**src/rtl/note_trigger_controller.sv**
```systemverilog
// Monophonic MIDI front end: parses channel note messages into a single-entry event
// register and sequences note_on/note_off pulses for one envelope generator.
module note_trigger_controller #(
    parameter logic [3:0] CHANNEL = 4'd0
) (
    input  logic       clk,
    input  logic       rst_b,
    input  logic [7:0] midi_byte,
    input  logic       midi_valid,
    output logic       midi_ready,
    input  logic       busy,
    output logic       note_on,
    output logic       note_off,
    output logic       gate,
    output logic [6:0] note_num,
    output logic [6:0] velocity,
    output logic [1:0] dbg_parse_state_o,
    output logic [2:0] dbg_ctrl_state_o
);

    // Handshake: a byte transfers on a rising edge where midi_valid && midi_ready;
    // midi_ready is low exactly while the event register holds an unconsumed event.

    typedef enum logic [1:0] {
        P_NO_STATUS = 2'd0,
        P_DATA1     = 2'd1,
        P_DATA2     = 2'd2
    } parse_e;

    typedef enum logic [2:0] {
        C_IDLE  = 3'd0,
        C_START = 3'd1,
        C_HELD  = 3'd2,
        C_STOP  = 3'd3,
        C_DRAIN = 3'd4
    } ctrl_e;

    parse_e     parse_q, parse_d;
    logic       stat_on_q, stat_on_d;
    logic [6:0] note_lat_q, note_lat_d;

    logic       evt_valid_q, evt_valid_d;
    logic       evt_on_q, evt_on_d;
    logic [6:0] evt_note_q, evt_note_d;
    logic [6:0] evt_vel_q, evt_vel_d;

    ctrl_e      ctrl_q, ctrl_d;
    logic       pend_valid_q, pend_valid_d;
    logic [6:0] pend_note_q, pend_note_d;
    logic [6:0] pend_vel_q, pend_vel_d;
    logic [6:0] note_num_q, note_num_d;
    logic [6:0] vel_q, vel_d;

    logic       accept;
    logic       is_note_status;
    logic       evt_take;

    assign accept         = midi_valid && midi_ready;
    assign is_note_status = (midi_byte[7:5] == 3'b100) && (midi_byte[3:0] == CHANNEL);

    // Byte parser with running status. Realtime bytes pass through without effect.
    always_comb begin
        parse_d    = parse_q;
        stat_on_d  = stat_on_q;
        note_lat_d = note_lat_q;
        evt_on_d   = evt_on_q;
        evt_note_d = evt_note_q;
        evt_vel_d  = evt_vel_q;
        evt_valid_d = evt_valid_q && !evt_take;
        if (accept) begin
            if (midi_byte[7]) begin
                if (midi_byte < 8'hF8) begin
                    if (is_note_status) begin
                        stat_on_d = midi_byte[4];
                        parse_d   = P_DATA1;
                    end else begin
                        stat_on_d = 1'b0;
                        parse_d   = P_NO_STATUS;
                    end
                end
            end else begin
                case (parse_q)
                    P_DATA1: begin
                        note_lat_d = midi_byte[6:0];
                        parse_d    = P_DATA2;
                    end
                    P_DATA2: begin
                        evt_valid_d = 1'b1;
                        evt_on_d    = stat_on_q && (midi_byte[6:0] != 7'd0);
                        evt_note_d  = note_lat_q;
                        evt_vel_d   = midi_byte[6:0];
                        parse_d     = P_DATA1;
                    end
                    default: parse_d = P_NO_STATUS;
                endcase
            end
        end
    end

    // Note controller. Pending holds the note waiting to be started.
    always_comb begin
        ctrl_d       = ctrl_q;
        pend_valid_d = pend_valid_q;
        pend_note_d  = pend_note_q;
        pend_vel_d   = pend_vel_q;
        note_num_d   = note_num_q;
        vel_d        = vel_q;
        evt_take     = 1'b0;
        case (ctrl_q)
            C_IDLE: begin
                if (evt_valid_q) begin
                    evt_take = 1'b1;
                    if (evt_on_q) begin
                        pend_valid_d = 1'b1;
                        pend_note_d  = evt_note_q;
                        pend_vel_d   = evt_vel_q;
                        ctrl_d       = busy ? C_DRAIN : C_START;
                    end
                end
            end
            C_START: begin
                pend_valid_d = 1'b0;
                ctrl_d       = C_HELD;
            end
            C_HELD: begin
                if (evt_valid_q) begin
                    evt_take = 1'b1;
                    if (evt_on_q) begin
                        pend_valid_d = 1'b1;
                        pend_note_d  = evt_note_q;
                        pend_vel_d   = evt_vel_q;
                        ctrl_d       = C_STOP;
                    end else if (evt_note_q == note_num_q) begin
                        pend_valid_d = 1'b0;
                        ctrl_d       = C_STOP;
                    end
                end
            end
            C_STOP: begin
                ctrl_d = pend_valid_q ? C_DRAIN : C_IDLE;
            end
            C_DRAIN: begin
                // An event in the same cycle as busy falling is applied first.
                if (evt_valid_q) begin
                    evt_take = 1'b1;
                    if (evt_on_q) begin
                        pend_valid_d = 1'b1;
                        pend_note_d  = evt_note_q;
                        pend_vel_d   = evt_vel_q;
                    end else if (evt_note_q == pend_note_q) begin
                        pend_valid_d = 1'b0;
                    end
                end
                if (!pend_valid_d) begin
                    ctrl_d = C_IDLE;
                end else if (!busy) begin
                    ctrl_d = C_START;
                end
            end
            default: ctrl_d = C_IDLE;
        endcase
        if (ctrl_d == C_START) begin
            note_num_d = pend_note_d;
            vel_d      = pend_vel_d;
        end
    end

    always_ff @(posedge clk) begin
        if (!rst_b) begin
            parse_q      <= P_NO_STATUS;
            stat_on_q    <= 1'b0;
            note_lat_q   <= 7'd0;
            evt_valid_q  <= 1'b0;
            evt_on_q     <= 1'b0;
            evt_note_q   <= 7'd0;
            evt_vel_q    <= 7'd0;
            ctrl_q       <= C_IDLE;
            pend_valid_q <= 1'b0;
            pend_note_q  <= 7'd0;
            pend_vel_q   <= 7'd0;
            note_num_q   <= 7'd0;
            vel_q        <= 7'd0;
        end else begin
            parse_q      <= parse_d;
            stat_on_q    <= stat_on_d;
            note_lat_q   <= note_lat_d;
            evt_valid_q  <= evt_valid_d;
            evt_on_q     <= evt_on_d;
            evt_note_q   <= evt_note_d;
            evt_vel_q    <= evt_vel_d;
            ctrl_q       <= ctrl_d;
            pend_valid_q <= pend_valid_d;
            pend_note_q  <= pend_note_d;
            pend_vel_q   <= pend_vel_d;
            note_num_q   <= note_num_d;
            vel_q        <= vel_d;
        end
    end

    assign midi_ready        = !evt_valid_q;
    assign note_on           = (ctrl_q == C_START);
    assign note_off          = (ctrl_q == C_STOP);
    assign gate              = (ctrl_q == C_START) || (ctrl_q == C_HELD);
    assign note_num          = note_num_q;
    assign velocity          = vel_q;
    assign dbg_parse_state_o = parse_q;
    assign dbg_ctrl_state_o  = ctrl_q;

endmodule

```
**config.mk**
```make
export PLATFORM = sky130hd
export DESIGN_NAME = note_trigger_controller
export DESIGN_NICKNAME = d
export VERILOG_FILES = /design/src/rtl/note_trigger_controller.sv
export SDC_FILE = /design/constraint.sdc
export NUM_CORES = 1
export LEC_CHECK = 0
export ABC_AREA = 0
export CAP_MARGIN = 20
export CORE_MARGIN = 2
export CORE_UTILIZATION = 48
export CTS_BUF_LIST = sky130_fd_sc_hd__clkbuf_16
export DETAILED_ROUTE_END_ITERATION = 16
export PLACE_DENSITY = 0.82
export SYNTH_ARGS = -nofsm -noshare
export SYNTH_HDL_FRONTEND = slang
export SYNTH_SLANG_ARGS = --single-unit
```
**constraint.sdc**
```tcl
create_clock -name clk -period 2.62 [get_ports clk]
set_input_delay 0.393 -clock clk [delete_from_list [all_inputs] [get_ports clk]]
set_output_delay 0.393 -clock clk [all_outputs]
set_load 0.01 [all_outputs]
```
### Word-level counts from Yosys, hierarchy flattened

Cells that the tools add are included.

| word-level totals | value |
|---|---|
| register bits | 58 |
| bits of input ports | 12 |
| output and inout port bits | 23 |
| word-level logic and storage cells | 83 |

| operators by class | value |
|---|---|
| order comparisons | 1 |
| equal/unequal tests | 15 |
| muxes and demuxes | 36 |
| bitwise gates (word level) | 1 |
| reductions and logical operators | 17 |

Operators with widths:

| operator | count |
|---|---|
| $mux W7 | 6 |
| $mux W3 | 9 |
| $mux W1 | 16 |
| $pmux W3 S5 | 1 |
| $eq A7 B7 Y1 | 2 |
| $reduce_and A3 Y1 | 3 |
| $lt A8 B8 Y1 const B | 1 |
| $reduce_bool A7 Y1 | 1 |
| $eq A3 B1 Y1 const B | 2 |
| $eq A3 B2 Y1 const B | 2 |
| $eq A3 B3 Y1 const B | 2 |
| $ne A2 B2 Y1 const B | 3 |
| $reduce_and A5 Y1 | 1 |
| $logic_and A1 B1 Y1 | 4 |
| $logic_not A4 Y1 | 1 |
| $mux W2 | 2 |
| $pmux W1 S4 | 1 |
| $pmux W2 S2 | 1 |
| $reduce_bool A4 Y1 | 1 |
| $logic_not A3 Y1 | 1 |
| $ne A3 B3 Y1 const B | 1 |
| $reduce_or A3 Y1 | 1 |
| $eq A2 B1 Y1 const B | 1 |
| $eq A2 B2 Y1 const B | 1 |
| other kinds (5) | 6 |

### Depth between registers and ports, before layout

Gate-level depths: netlist of run 1.

| depth | value |
|---|---|
| depth in word-level cells | 8 |
| gate-level depth with buffers | 7 |
| depth with buffers taken out | 5 |

### Worst setup path before layout of run 1

No wires, ideal clock.

| timing path | value |
|---|---|
| kind | register to register |
| start | register ctrl_q[2], in the netlist dbg_ctrl_state_o[2] |
| end | register note_num_q[0], in the netlist note_num[0] |
| setup time | 0.121 ns |
| arrival | 1.624 ns |
| data required time | 2.499 ns |
| path slack | 0.874 ns |
| stages on the path, launching flop included | 7 |
| path buffers | 2 |
| clock period less this slack | 1.746 ns |
| cell sequence | dfxtp_1 clkbuf_1 o211ai_1 a21oi_2 o21ba_4 buf_12 mux2_4 |

| between the ends | value |
|---|---|
| word-level cells in the longest chain between the ends | 5 |
| elaborated cells between the ends (all ways) | 16 |
| those cells by class | eq/ne: 5; mux: 9; reduce/logical: 2 |

Ends and longest elaborated chain:

| element | RTL line | source |
|---|---|---|
| from (decl) | 47 | `ctrl_e ctrl_q, ctrl_d;` |
| from (signal assigned) | 191 | `ctrl_q <= ctrl_d;` |
| $mux W3 | 133 | `end else if (evt_note_q == note_num_q) begin` |
| $mux W3 | 128 | `if (evt_on_q) begin` |
| $mux W3 | 126 | `if (evt_valid_q) begin` |
| $pmux W3 S5 | 109 | `case (ctrl_q)` |
| $eq A3 B1 Y1 | 162 | `if (ctrl_d == C_START) begin` |
| to (signal assigned) | 195 | `note_num_q <= note_num_d;` |
| to (decl) | 51 | `logic [6:0] note_num_q, note_num_d;` |

Several ways; a longest one is shown, not always the timed one.
A chain may end at the register's enable or synchronous reset.

### Worst setup path in the final report of run 1

| timing path | value |
|---|---|
| start | register ctrl_q[1], in the netlist dbg_ctrl_state_o[1] |
| end | output note_off |

| between the ends | value |
|---|---|
| word-level cells in the longest chain between the ends | 1 |

Ends and longest elaborated chain:

| element | RTL line | source |
|---|---|---|
| $eq A3 B2 Y1 | 202 | `assign note_off = (ctrl_q == C_STOP);` |
| to (decl) | 13 | `output logic note_off,` |

No other way between the ends.

==> results of run 1 <==
flip-flops by register name (all words and copies together) (netlist names), 2 cells and up:
signal / count
evt_note_q: 7
evt_vel_q: 7
note_lat_q: 7
note_num: 7
pend_note_q: 7
pend_vel_q: 7
velocity: 7
dbg_ctrl_state_o: 3
dbg_parse_state_o: 2
Yosys cell counts:
cell	number
dfxtp_1	58
nand2_1	34
nor2b_1	25
mux2i_1	22
and2_1	16
a21boi_0	15
xor2_1	13
mux2_4	10
clkbuf_1	8
a21oi_1	6
buf_2	4
mux2_2	4
nand2b_1	4
nand3_1	4
nor2_1	4
nor3b_1	3
o21ai_0	3
inv_1	2
nor3_1	2
nor4_1	2
nor4_2	2
o211ai_1	2
o21a_1	2
xnor2_1	2
a21boi_1	1
a21oi_2	1
a31oi_1	1
a41oi_1	1
and3_1	1
and4bb_2	1
buf_1	1
buf_12	1
buf_4	1
nand4_1	1
nor4b_1	1
o21ba_4	1
o31a_2	1
or4_1	1
critical path, stage by stage, from the launching register on:
cell and delay, ns:
dfxtp_1 0.52, inv_1 0.13, nor3b_1 0.20, clkdlybuf4s50_1 0.56
metrics by stage:
step	area [µm²]	setup slack (ns)	utilization, %
finish	3300	0.497	63.7
global route	3300	0.354	63.7
CTS	3300	0.478	63.7
detailed placement	2990	0.409	57.8
global placement	2990	0.490	57.8
floorplan	2600	0.874	-
layout make-up:
cell class                      instances  share of cell area (%)
Multi-Input combinational cell        186                    41.1
Timing Repair Buffer                   39                    11.5
Clock buffer                            9                    6.83
Inverter                                2                   0.228
Tap cell                               70                    2.66
Clock inverter                          7                    2.54
Sequential cell                        58                    35.2
report_power, final:
group | switching, W | internal, W | total [W] | leakage (nW)
registers | 0.00000230 | 0.000887 | 0.000889 | 0.467
logic | 0.0000271 | 0.0000324 | 0.0000596 | 0.699
clock network | 0.000379 | 0.000818 | 0.00120 | 0.148
per-layer routing:
metal / vias to the layer above / GRT usage (%) / part of all wire [%] / routed length (µm)
met2: 37 / 31.4 / 51 / 2560
met5: - / 0 / 0 / 0
met4: 0 / 6.07 / 0.76 / 38
met1: 889 / 19.6 / 44 / 2210
met3: 4 / 6.98 / 3.5 / 174
li1: 950 / - / - / -
logic make-up (layout without fill, tap and decap cells):
| logic type | count (synthesis) | after routing | share of synthesized area [%] |
|---|---|---|---|
| AOI/OAI and AO/OA | 34 | 34 | 9.44 |
| xor gates and xnor gates | 15 | 15 | 5.06 |
| buffers and inverters | 17 | 57 | 3.42 |
| DFF | 58 | 58 | 44.7 |
| muxes | 36 | 36 | 16.0 |
| and+or+nand+nor | 101 | 101 | 21.4 |
worst max-delay path by stage:
| stage | startpoint | end | slack [ns] | cells past startpoint |
|---|---|---|---|---|
| 2_1_floorplan | dbg_ctrl_state_o[2] | note_num[0] | 0.87 | 6 |
| 3_3_place_gp | midi_byte[7] | evt_on_q | 0.49 | 5 |
| 3_5_place_dp | midi_byte[7] | evt_on_q | 0.41 | 5 |
| 4_1_cts | dbg_ctrl_state_o[1] | note_off | 0.48 | 3 |
| 5_1_grt | dbg_ctrl_state_o[1] | note_off | 0.35 | 3 |
| 6_report | dbg_ctrl_state_o[1] | note_off | 0.50 | 3 |
==> results.ini, run 1 <==
[place]
gp_congestion = 0.844
dp_hpwl_mm = 3.37
io_buffers = 34
placed_cells = 355

[route]
vias_per_cell = 5.07
initialDrtViolationCount = 43
routed_wl_mm = 4.99
drtAntennaViolNets = 0
vias = 1880
post_drt_wl_per_cell_um = 13.4
first_pass_iters = 4
drc = 0

[critical_path]
rrSetupSlack_ns = 0.74
worstPathArrival_ns = 1.73
startpoint_type = flop
worstSetupPathType = reg -> out
r2r_cells = 5
endpoint_kind = output port
crit_fanout = 10
r2r_start = dbg_ctrl_state_o[0]
cp_data_required_time_ns = 2.23
worst_r2r_endpoint = velocity[3]

[grt]
grt_usage_pct = 17.9
grt_overflow_total = 0
grt_pass1_wl_mm = 8.41
grt_pass1_vias = 1825
antenna_found_initial = 0
grt_max_degree = 42

[timing]
fin_worst_skew_ns = 0.00483
setup_tns_ns = 0
holdWs_ns = 0.461
fin_crit_sh_pct = 81.0
slew_headroom_pct = 63.2
finalSetupViolations = 0
rsz0062_at_grt = false
fmax_mhz = 471
fin_crit_ns = 2.12
hold_violations = 0
tightestPinTransition_ns = 0.550
drv_slew = 0

[die]
core_area_um2 = 5170
pin_count = 35
die_h_um = 77.6
die_w_um = 77.6
initial_core_util_pct = 50.2
die-area_um2 = 6020
fp-row-count = 26

[run]
drv_cap = 0

[min_path]
hold_depth = 2
hp-class = reg -> reg
hold-path-endpoint = evt_vel_q[3]
hp-start = evt_vel_q[3]

[synth]
avgSynthCellArea_um2 = 9.95
synth_fp_nets = 273
ys_top_cells_by_area = dfxtp_1 (45%), mux2i_1 (8.5%), nor2b_1 (6.0%)
yosysWarnings = 0
ys_seq_area_share_pct = 44.7
yosysTopAreaCell = dfxtp_1
syn_inst = 261
synth_top_area_share_pct = 44.7
syn_area_um2 = 2600
synth.distinct_cells = 38
synth-seq-cells = 58

[clock_network]
cts_tree = yes
clkTransAtPathRegs_ns = 0.05
htree_levels = 3
cts_made_buffers = 9
post_cts_resize_count = 0
clock_latency_ns = 0.32
cts_setup_buffers = 0
cts_max_path_buffers = 2
cts-root-buf = clkbuf_16
clkSinkCount = 58
hold_buffers = 0

[finish]
layout.cells.non_filler = 371
final_common_cell = dfxtp_1
mostFrequentLayoutCells = dfxtp_1 (58), nand2_1 (34), clkdlybuf4s50_1 (34), nor2b_1 (25), mux2i_1 (22)
seqCellArea_um2 = 1160
fin_nets = 308
fillCellCount = 408
multi_input_area_um2 = 1350
syn2layout_area_growth_pct = 26.9
num_antenna_cells = 0
final_layout_size_suffix_gt1_share_pct = 13.0

[power_and_ir_drop]
p_total_w = 0.00215
leakage_nw = 1.31
peakVddDrop_mv = 0.575
powerDensity_nw_per_um2 = 651

[outcome]
status = finished, final reports clean

Note: power is estimated with default switching activity, not from simulation.
==> inputs of run 2 (changes only) <==
==> constraint.sdc (replaced) <==
create_clock -name clk -period 2.05 [get_ports clk]
set_input_delay 0.3075 -clock clk [delete_from_list [all_inputs] [get_ports clk]]
set_output_delay 0.3075 -clock clk [all_outputs]
set_load 0.01 [all_outputs]
==> results.ini, run 2 (synthesis gave the netlist of run 1 again) <==
[outcome]
status = finished, final reports clean

[route]
highest_layer = met4
wl_met2_mm = 2.34  ; -8.8%
post_drt_wl_per_cell_um = 12.9  ; -4.0%
vias = 1886  ; +0.32%
wl_met1_mm = 2.23  ; +1.0%
initialDrtViolationCount = 64  ; +49%
vias_per_cell = 5.02  ; -1.0%
wl_met3_um = 190  ; +9.2%
drc = 0  ; unchanged
first_pass_iters = 6  ; +2
routed_wl_mm = 4.85  ; -2.7%
drtAntennaViolNets = 0  ; unchanged

[clock_network]
htree_levels = 3  ; unchanged
clkSinkCount = 58  ; unchanged
hold_buffers = 0  ; unchanged
clkTransAtPathRegs_ns = 0.05  ; about the same
cts_tree = yes
cts_made_buffers = 9  ; unchanged
cts-root-buf = clkbuf_16
clock_latency_ns = 0.32  ; about the same
cts_max_path_buffers = 2  ; unchanged

[die]
initial_core_util_pct = 50.2  ; unchanged
die-area_um2 = 6020  ; unchanged
fp-row-count = 26  ; unchanged
core_area_um2 = 5170  ; unchanged
die_h_um = 77.6  ; unchanged
pin_count = 35  ; unchanged
die_w_um = 77.6  ; unchanged

[critical_path]
worstPathArrival_ns = 1.60  ; -0.13 ns
r2r_cells = 5  ; unchanged
rrSetupSlack_ns = 0.23  ; -0.51 ns
cp_data_required_time_ns = 1.74  ; -0.49 ns
r2r_start = evt_valid_q
worst_r2r_endpoint = velocity[0]
startpoint_type = flop
crit_fanout = 6  ; -4
endpoint_kind = output port
worstSetupPathType = reg -> out
startpoint = dbg_ctrl_state_o[1]

[power_and_ir_drop]
powerDensity_nw_per_um2 = 787  ; +21%
share_comb_of_total_power_pct = 3.0  ; +0.2 points
leakage_nw = 1.34  ; +2.3%
switching_share_pct = 20.1  ; +1.0 points
peakVddDrop_mv = 0.615  ; +7.0%
power_frac_seq_pct = 43.3  ; +1.9 points
p_sw_w = 0.000528  ; +29%
p_int_w = 0.00210  ; +21%
p_clk_share_pct = 53.7  ; -2.1 points

[place]
gp_congestion = 0.870  ; +3.1%
io_buffers = 34  ; unchanged
dp_hpwl_mm = 3.25  ; -3.6%
pre_cts_ws_ns = 0.130  ; -0.279 ns
postPlaceCellArea_um2 = 3050  ; +2.1%

[timing]
fmax_mhz = 524
fin_worst_skew_ns = 0.00375  ; -0.00108 ns
rsz0062_at_grt = false
tightestPinTransition_ns = 0.395  ; -0.155 ns
fin_ws_ns = 0.140  ; -0.356 ns
finalSetupViolations = 0  ; unchanged
fin_crit_sh_pct = 93.2
slew_headroom_pct = 73.5  ; +10 points
setup_tns_ns = 0  ; unchanged
drv_slew = 0  ; unchanged
fin_crit_ns = 1.91
hold_violations = 0  ; unchanged

[run]
drv_cap = 0  ; unchanged

[finish]
final_common_cell = dfxtp_1
syn2layout_area_growth_pct = 28.5
num_antenna_cells = 0  ; unchanged
final_layout_size_suffix_gt1_share_pct = 15.0  ; +2.1 points
post-route-util_pct = 64.5  ; +0.77 points
post-route-cell-area_um2 = 3340  ; +1.2%
fin_nets = 313  ; +1.6%
mostFrequentLayoutCells = dfxtp_1 (57), nand2_1 (34), clkdlybuf4s50_1 (34), nor2b_1 (25), mux2i_1 (22)

[min_path]
hold-path-endpoint = evt_vel_q[3]
hold_depth = 2  ; unchanged
hp-class = reg -> reg
hp-start = evt_vel_q[3]

[grt]
antenna_found_initial = 0  ; unchanged
grt_usage_pct = 18.3  ; +0.40 points
grt_pass1_wl_mm = 8.65  ; +2.9%
grt_overflow_total = 0  ; unchanged
grt_pass1_vias = 1885  ; +3.3%
grt_max_degree = 57  ; +36%

[run 2: cell count changes in the layout (fill, tap and decap cells not counted)]
cell,change
buf_4,+3
buf_12,+2
clkinv_2,+2
bufinv_16,-1
clkinv_1,-1
dfxtp_1,-1
dfxtp_2,+1
[run 2: through the flow]
step | instances | total power (W) | hold slack, ns
global placement | 360 | 0.00124 | 0.450
CTS | 376 | 0.00266 | 0.463
floorplan | 261 | 0.00119 | 0.434
finish | 376 | 0.00263 | 0.458
global route | 376 | 0.00273 | 0.494
detailed placement | 360 | 0.00124 | 0.452
[run 2: worst max path at each step]
stage	to	slack, ns	cells after the start
after floorplan	note_num[0]	0.30	6
after global placement	evt_on_q	0.15	6
after detailed placement	evt_on_q	0.13	6
after CTS	note_off	0.04	3
after global routing	note_off	0.03	3
final	note_off	0.14	3
[run 2: layout make-up]
cell class / count / area, µm²
clock buffers: 9 / 225
well taps: 70 / 87.6
flip-flops and latches: 58 / 1160
multi-input cells: 186 / 1350
clock inverters: 7 / 60.1
fillers: 432 / 1840
inverters: 2 / 7.51
repair buffers: 44 / 440
[run 2: what timing repair did]
action,in CTS,in global routing
setup endpoints to repair,0,2
gates resized for setup,0,1
buffers inserted,0,0
[run 2: critical path, stage by stage, from the launching register on]
cell and delay (ns):
dfxtp_1 0.44, inv_1 0.10, nor3b_1 0.19, clkdlybuf4s50_1 0.56
[run 2: per-layer routing]
layer | vias to the layer above | track usage [%]
met5 | - | 0
met4 | 0 | 6.61
met3 | 10 | 7.09
met2 | 37 | 30.1
met1 | 878 | 21.7
li1 | 961 | -
[run 2: power groups by stage]
stage / sequential (W) / combinational [W] / clock [W]
after floorplan: 0.00116 / 0.0000345 / 0
after global placement: 0.00116 / 0.0000783 / 0
after detailed placement: 0.00116 / 0.0000792 / 0
after CTS: 0.00114 / 0.0000795 / 0.00145
after global routing: 0.00114 / 0.0000852 / 0.00150
final: 0.00114 / 0.0000787 / 0.00141
